[config.mk]
export PLATFORM = sky130hd
export DESIGN_NAME = regfile_mp
export DESIGN_NICKNAME = d
export VERILOG_FILES = /design/src/rtl/pipeline_pkg.sv /design/src/rtl/regfile_scoreboard.sv /design/src/rtl/regfile_mp.sv
export SDC_FILE = /design/constraint.sdc
export NUM_CORES = 2
export LEC_CHECK = 0
export CAP_MARGIN = 20
export CELL_PAD_IN_SITES_DETAIL_PLACEMENT = 0
export CELL_PAD_IN_SITES_GLOBAL_PLACEMENT = 1
export CORE_UTILIZATION = 40
export DETAILED_ROUTE_END_ITERATION = 12
export PLACE_DENSITY = 0.63
export SYNTH_ARGS = -nofsm -noshare
export SYNTH_HDL_FRONTEND = slang
export SYNTH_SLANG_ARGS = --single-unit
[constraint.sdc]
create_clock -name i_clk -period 3.6 [get_ports i_clk]
set_input_delay 0.36 -clock i_clk [delete_from_list [all_inputs] [get_ports i_clk]]
set_output_delay 0.36 -clock i_clk [all_outputs]
set_load 0.02 [all_outputs]
[src/rtl/pipeline_pkg.sv]
// Shared pipeline definitions: default core widths and register-index types.
package pipeline_pkg;
    localparam int XLEN_DEF     = 32;
    localparam int NUM_REGS_DEF = 32;
    localparam int REGIDX_WIDTH = $clog2(NUM_REGS_DEF);

    typedef logic [REGIDX_WIDTH-1:0] regidx_t;
    typedef logic [XLEN_DEF-1:0]     xlen_t;
endpackage

[src/rtl/regfile_scoreboard.sv]
// Per-register busy scoreboard: set on issue, cleared on writeback, bulk-cleared on flush.
module regfile_scoreboard
    import pipeline_pkg::*;
#(
    parameter int NUM_REGS = NUM_REGS_DEF,
    parameter int NUM_RD   = 2,
    parameter int ZERO_REG = 1,
    localparam int IDXW    = $clog2(NUM_REGS)
) (
    input  logic                           clk,
    input  logic                           rst_n,
    input  logic                           issue_en,
    input  logic [IDXW-1:0]                issue_rd,
    input  logic                           flush,
    input  logic [NUM_REGS-1:0]            wr_clr,
    input  logic [NUM_RD-1:0][IDXW-1:0]    query_addr,
    output logic [NUM_RD-1:0]              query_busy
);
    logic [NUM_REGS-1:0] busy_reg;
    logic [NUM_REGS-1:0] busy_next;

    // Flush kills the issuing instruction; a new producer supersedes a pending writeback.
    always_comb begin
        busy_next = busy_reg;
        for (int r = 0; r < NUM_REGS; r++) begin
            if (flush) begin
                busy_next[r] = 1'b0;
            end else if (issue_en && (issue_rd == IDXW'(r))) begin
                busy_next[r] = 1'b1;
            end else if (wr_clr[r]) begin
                busy_next[r] = 1'b0;
            end
        end
        if (ZERO_REG != 0) begin
            busy_next[0] = 1'b0;
        end
    end

    always_ff @(posedge clk) begin
        if (!rst_n) begin
            busy_reg <= '0;
        end else begin
            busy_reg <= busy_next;
        end
    end

    for (genvar gi = 0; gi < NUM_RD; gi++) begin : g_query
        assign query_busy[gi] = busy_reg[query_addr[gi]];
    end
endmodule

[src/rtl/regfile_mp.sv]
// Multi-port integer register file with optional write-to-read bypass and busy scoreboard.
module regfile_mp
    import pipeline_pkg::*;
#(
    parameter int XLEN     = XLEN_DEF,
    parameter int NUM_REGS = NUM_REGS_DEF,
    parameter int NUM_RD   = 2,
    parameter int NUM_WR   = 1,
    parameter int BYPASS   = 1,
    parameter int ZERO_REG = 1,
    localparam int IDXW    = (NUM_REGS == NUM_REGS_DEF) ? REGIDX_WIDTH : $clog2(NUM_REGS)
) (
    input  logic                           i_clk,
    input  logic                           i_rst_n,
    input  logic [NUM_RD-1:0][IDXW-1:0]    i_rd_addr,
    output logic [NUM_RD-1:0][XLEN-1:0]    o_rd_data,
    output logic [NUM_RD-1:0]              o_rd_busy,
    input  logic [NUM_WR-1:0]              i_wr_en,
    input  logic [NUM_WR-1:0][IDXW-1:0]    i_wr_addr,
    input  logic [NUM_WR-1:0][XLEN-1:0]    i_wr_data,
    input  logic                           i_issue_en,
    input  logic [IDXW-1:0]                i_issue_rd,
    input  logic                           i_flush
);
    logic [XLEN-1:0]     regs_reg [NUM_REGS];
    logic [NUM_REGS-1:0] wr_hit;
    logic [XLEN-1:0]     wr_val   [NUM_REGS];
    logic [NUM_RD-1:0]   sb_busy;
    logic                issue_ok;

    // Ascending port order makes the highest-index enabled port win a collision.
    always_comb begin
        wr_hit = '0;
        for (int r = 0; r < NUM_REGS; r++) begin
            wr_val[r] = '0;
        end
        for (int k = 0; k < NUM_WR; k++) begin
            if (i_wr_en[k] && !((ZERO_REG != 0) && (i_wr_addr[k] == '0))) begin
                wr_hit[i_wr_addr[k]] = 1'b1;
                wr_val[i_wr_addr[k]] = i_wr_data[k];
            end
        end
    end

    always_ff @(posedge i_clk) begin
        if (!i_rst_n) begin
            for (int r = 0; r < NUM_REGS; r++) begin
                regs_reg[r] <= '0;
            end
        end else begin
            for (int r = 0; r < NUM_REGS; r++) begin
                if (wr_hit[r]) begin
                    regs_reg[r] <= wr_val[r];
                end
            end
        end
    end

    assign issue_ok = i_issue_en && !((ZERO_REG != 0) && (i_issue_rd == '0));

    regfile_scoreboard #(
        .NUM_REGS (NUM_REGS),
        .NUM_RD   (NUM_RD),
        .ZERO_REG (ZERO_REG)
    ) u_scoreboard (
        .clk        (i_clk),
        .rst_n      (i_rst_n),
        .issue_en   (issue_ok),
        .issue_rd   (i_issue_rd),
        .flush      (i_flush),
        .wr_clr     (wr_hit),
        .query_addr (i_rd_addr),
        .query_busy (sb_busy)
    );

    for (genvar gi = 0; gi < NUM_RD; gi++) begin : g_rd
        logic [IDXW-1:0] addr;
        logic            bypass_hit;
        logic            zero_hit;

        assign addr       = i_rd_addr[gi];
        assign bypass_hit = (BYPASS != 0) && wr_hit[addr];
        assign zero_hit   = (ZERO_REG != 0) && (addr == '0);

        assign o_rd_data[gi] = zero_hit   ? '0 :
                               bypass_hit ? wr_val[addr] : regs_reg[addr];
        // Bypassed data is already valid, so the pending producer no longer stalls the reader.
        assign o_rd_busy[gi] = sb_busy[gi] & ~bypass_hit;
    end
endmodule

Yosys cells after proc, flatten, opt, wreduce, memory -nomap -nowiden --
Memory sizes are Yosys's and may differ from the RTL's. Cells that the tools add are included.
Cells by class: add/sub/neg operators 0, div/mod/pow operators 0, shifts and indexed selects 0, bitwise gates (word level) 41, reduce and logical (&&, ||, !) cells 73, order comparisons 8, $mul 0, muxes and demuxes 215, equality and inequality tests 31
Operators with widths (number):
- two-way mux 32 bit | 42
- AND 1024 bit | 1
- two-way mux 1024 bit | 1
- binary-select mux 32 bit (select 5 bit) | 2
- two-way mux 1 bit | 164
- demux 32 bit (select 5 bit) | 1
- == test 5 bit (second input constant) | 16
- nonzero test 2 bit | 31
- == test 5 x 4 -> 1 bit (second input constant) | 8
- logical AND 1 bit | 35
- OR 1 bit | 32
- binary-select mux 1 bit (select 5 bit) | 4
- == test 5 x 3 -> 1 bit (second input constant) | 4
- zero test 5 bit | 4
- greater-or-equal comparator 6 bit (second input constant) | 3
- < comparator 5 x 6 -> 1 bit (second input constant) | 3
- inverter 5 -> 6 bit | 3
- == test 5 x 2 -> 1 bit (second input constant) | 2
- < comparator 6 x 1 -> 1 bit (second input constant) | 1
- demux 1 bit (select 5 bit) | 1
- == test 5 x 1 -> 1 bit (second input constant) | 1
- greater-or-equal comparator 5 x 1 -> 1 bit (second input constant) | 1
- inverter 1 bit | 3
- AND 1 bit | 2
- 2 further kinds | 3
Storage, ports and cells: bits in latches 0, output and inout port bits 66, input bits 57, bits in writable memories 1024, flip-flop bits (word level) 32, memories kept 1, memory bits (read-only) 0
Memory list:
- regs_reg | words 32, bits a word 32, rd ports 2, clocked after memory_dff 0, write ports 32, RTL line regfile_mp.sv:25 | logic [XLEN-1:0] regs_reg [NUM_REGS];

Longest topological paths before layout --
word-level depth 12, mapped depth 10

Modules after synthesis --
A second synthesis with hierarchy kept.
Unflattened totals: cell total of the unflattened synthesis 4248, area total of the unflattened synthesis 56158.9 um2
By module, submodules not included:
- regfile_mp | area each 54347.1 um2, times used 1, cells an instance 4026
- regfile_scoreboard | area each 1811.7 um2, times used 1, cells an instance 222

Worst setup path before layout --
No wires, ideal clock.
path type input to output, start point input i_rd_addr[5] in the netlist's numbering, end point output o_rd_data[42] in the netlist's numbering, data arrival time 2.137 ns, path slack 1.103 ns, required time 3.240 ns, path buffers 4, stages on the path 9, path through buf_2 > buf_6 > buf_4 > buf_2 > mux4_2 > o22ai_1 > a21oi_1 > o2111ai_1 > o21ai_0
RTL lines:
- start, declared | RTL line regfile_mp.sv:15 | input logic [NUM_RD-1:0][IDXW-1:0] i_rd_addr,
- end, declared | RTL line regfile_mp.sv:16 | output logic [NUM_RD-1:0][XLEN-1:0] o_rd_data,

==> impl_metrics.yaml <==
setup_path:
  crit_required_ns: 3.24
  cp_num_cells: 7
  worstSetupEndpointType: "output pin"
  reg2reg_slack_ns: 2.90
  path_cells: "mux4_2, a22oi_1, nand2_1, a221oi_4, buf_4, a21oi_1, clkdlybuf4s50_1"
  slowest_delay_ns: 0.54
  arrival_ns: 3.21
  path_max_fanout: 2
  worstRegToRegCells: 2
  path_class: "reg2out"
  crit_start: "regs_reg[22][0]"
  start_kind: "flip-flop"
  crit_path_end: "o_rd_data[32]"
  cp_top_family: "buffers and inverters"
  worstReg2RegEnd: "u_scoreboard.busy_reg[2]"
  rr_startpoint: "u_scoreboard.busy_reg[2]"
  crit_path_top_delay_cell: "clkdlybuf4s50_1"
  crit_buf_inv: 2
power_and_ir_drop:
  power_density_nw_per_um2: 473.6
  p_leak_nw: 22.23
  max-vdd-ir-drop_mv: 0.4112
timing:
  holdWs_ns: 0.3782
  hold_viol: 0
  fin_setup_tns_ns: 0
  timing.slew.headroom_pct: 38.81
  min_period_over_period_pct: 99.22
  final-setup-viol-count: 0
  fin_crit_ns: 3.572
  finClkSkew_ns: 0
  worst_pin_slew_ns: 0.9179
  maxSlewViolCount: 0
  fmax_ghz: 0.2799
global_route:
  grt_pass1_wl_um: 307900
  met3_usage_pct: 6.174
  use_met1_pct: 42.61
  met2_usage_pct: 51.15
  antenna_found_initial: 13
  grt-ovfl-total: 0
  grt_usage_pct: 32.49
  busiest_layer: "met2"
  grt_max_degree: 56
  first_global_vias: 38780
route:
  viasPerCell: 6.392
  first_pass_iters: 6
  drt_iter0_markers: 5821
  drc: 0
  drtAntennaViolNets: 0
  vias: 40068
  wirelength_um: 224700
  avgRoutedWirePerCell_um: 35.85
placement:
  placed_cells: 6055
  hpwlAfterDp_um: 144900
  port_buffers: 122
  gp_routability_congestion: 0.9297
  place_area_um2: 61250
cts:
  clk_pin_slew_worst_paths_ns: 0.06
  tritoncts: "built"
  root_buffer: "clkbuf_16"
  cts.htree.levels: 3
  numCtsBuffers: 114
  cts.path.max_buffers: 3
  worstSkewPairLatency_ns: 0.71
  cts_setup_buffers: 0
  clock-sinks: 1055
cells_and_area:
  area_growth_pct: 19.30
  fin_area_um2: 64990
  drive_above_1_share_pct: 27.75
  largest_reg_flops: 1024
  final-instance-count-excl-fill: 6268
  fin_nets: 4447
synth:
  synth_top_cell_by_area: "edfxtp_1"
  yosys_warnings: 0
  synth_flop_cell: "edfxtp_1"
  synthTopCellsByArea: "edfxtp_1, mux4_2, nor2_1"
  syn_avg_cell_area_um2: 13.37
  synth_top_area_share_pct: 56.44
  synth_edf_count: 1024
  synth-seq-cells: 1055
  synth-async-reset-ratio_pct: 0
  syn_area_um2: 54480
  synthMostInstantiatedCell: "nor2_1"
  ys_types: 64
  syn_inst: 4075
  ys_seq_area_share_pct: 57.58
  synth_common_cells: "nor2_1, edfxtp_1, mux4_2"
floorplanning:
  die_h_um: 371.0
  coreArea_um2: 135300
  die_w_um: 371.0
  num_rows: 135
  initial_utilization_pct: 40.27
  dieArea_um2: 137700
  io_pins: 123
status:
  status: "finished clean"
hold_path:
  worst_hold_path_type: "in2reg"
  hold_path_depth: 2
job:
  maxCapViolCount: 0
-- cell type report --
| class | count | area, um^2 |
|---|---|---|
| Tap cell | 1781 | 2228 |
| Timing Repair Buffer | 584 | 6083 |
| Multi-Input combinational cell | 2620 | 21660 |
| Clock buffer | 144 | 3008 |
| Clock inverter | 65 | 578.1 |
| Inverter | 15 | 56.30 |
| Fill cell | 11798 | 70310 |
| Sequential cell | 1055 | 31370 |
| Antenna cell | 4 | 10.01 |
-- stage by stage --
stage | setup slack, ns | utilization, % | power [W]
3_5_place_dp | -0.1605 | 45.27 | 0.01933
4_1_cts | 0.0002405 | 47.97 | 0.03083
6_report | 0.02790 | 48.04 | 0.03078
5_1_grt | -0.01080 | 48.03 | 0.03151
3_3_place_gp | -0.2103 | 45.27 | 0.01930
2_1_floorplan | 1.103 | - | 0.01704
-- cells in the final DEF, fill, tap and decap left out, types with 16 or more instances in the layout --
| master | instances |
|---|---|
| nor2_1 | 1034 |
| edfxtp_1 | 1024 |
| mux4_2 | 405 |
| buf_4 | 359 |
| mux2i_1 | 170 |
| nand2_1 | 143 |
| a22oi_1 | 120 |
| clkbuf_16 | 116 |
| buf_12 | 108 |
| mux2_2 | 107 |
| o22ai_1 | 92 |
| clkdlybuf4s50_1 | 84 |
| a21oi_1 | 83 |
| a221oi_1 | 71 |
| o21ai_0 | 64 |
| nand2_2 | 63 |
| conb_1 | 32 |
| dfxtp_1 | 31 |
| clkbuf_1 | 28 |
| nor2b_1 | 27 |
| clkinv_1 | 27 |
| and3_1 | 25 |
| dlymetal6s2s_1 | 22 |
| a211oi_1 | 18 |
| clkinv_2 | 18 |
| nand3_1 | 16 |
-- worst min-delay path by stage --
| stage | slack [ns] | startpoint | endpoint |
|---|---|---|---|
| 2_1_floorplan | 0.46 | u_scoreboard.busy_reg[14] | u_scoreboard.busy_reg[14] |
| 3_3_place_gp | 0.50 | u_scoreboard.busy_reg[11] | u_scoreboard.busy_reg[11] |
| 3_5_place_dp | 0.51 | u_scoreboard.busy_reg[11] | u_scoreboard.busy_reg[11] |
| 4_1_cts | 0.29 | i_rst_n | regs_reg[24][13] |
| 5_1_grt | 0.36 | i_rst_n | regs_reg[24][13] |
| 6_report | 0.38 | i_rst_n | regs_reg[24][13] |
-- logic make-up after synthesis --
group	Yosys count	synth area share, %
other cells	1	0.006883
xor+xnor	8	0.1424
simple gates	1379	10.11
compound gates	519	6.555
buf+inv	431	3.521
flops	1055	57.58
mux	682	22.08
-- report_power, final --
| part | internal (W) | leakage, nW | total, W | switching (W) |
|---|---|---|---|---|
| combinational | 0.00198 | 10.5 | 0.00469 | 0.00271 |
| sequential | 0.0141 | 10.0 | 0.0145 | 0.000335 |
| clock | 0.00653 | 1.74 | 0.0116 | 0.00508 |
-- per-layer routing --
metal / up-vias / wire length [um]
met3: 559 / 22870
li1: 16221 / -
met4: 10 / 13100
met5: - / 66
met2: 2533 / 103800
met1: 20745 / 84820
-- timing repair --
item,4_1_cts,5_1_grt
pin swaps,1,0
endpoints found under the setup margin,16,39
resized for setup,16,30
hold buffers,0,0
Power figures use the tool's default switching activity.
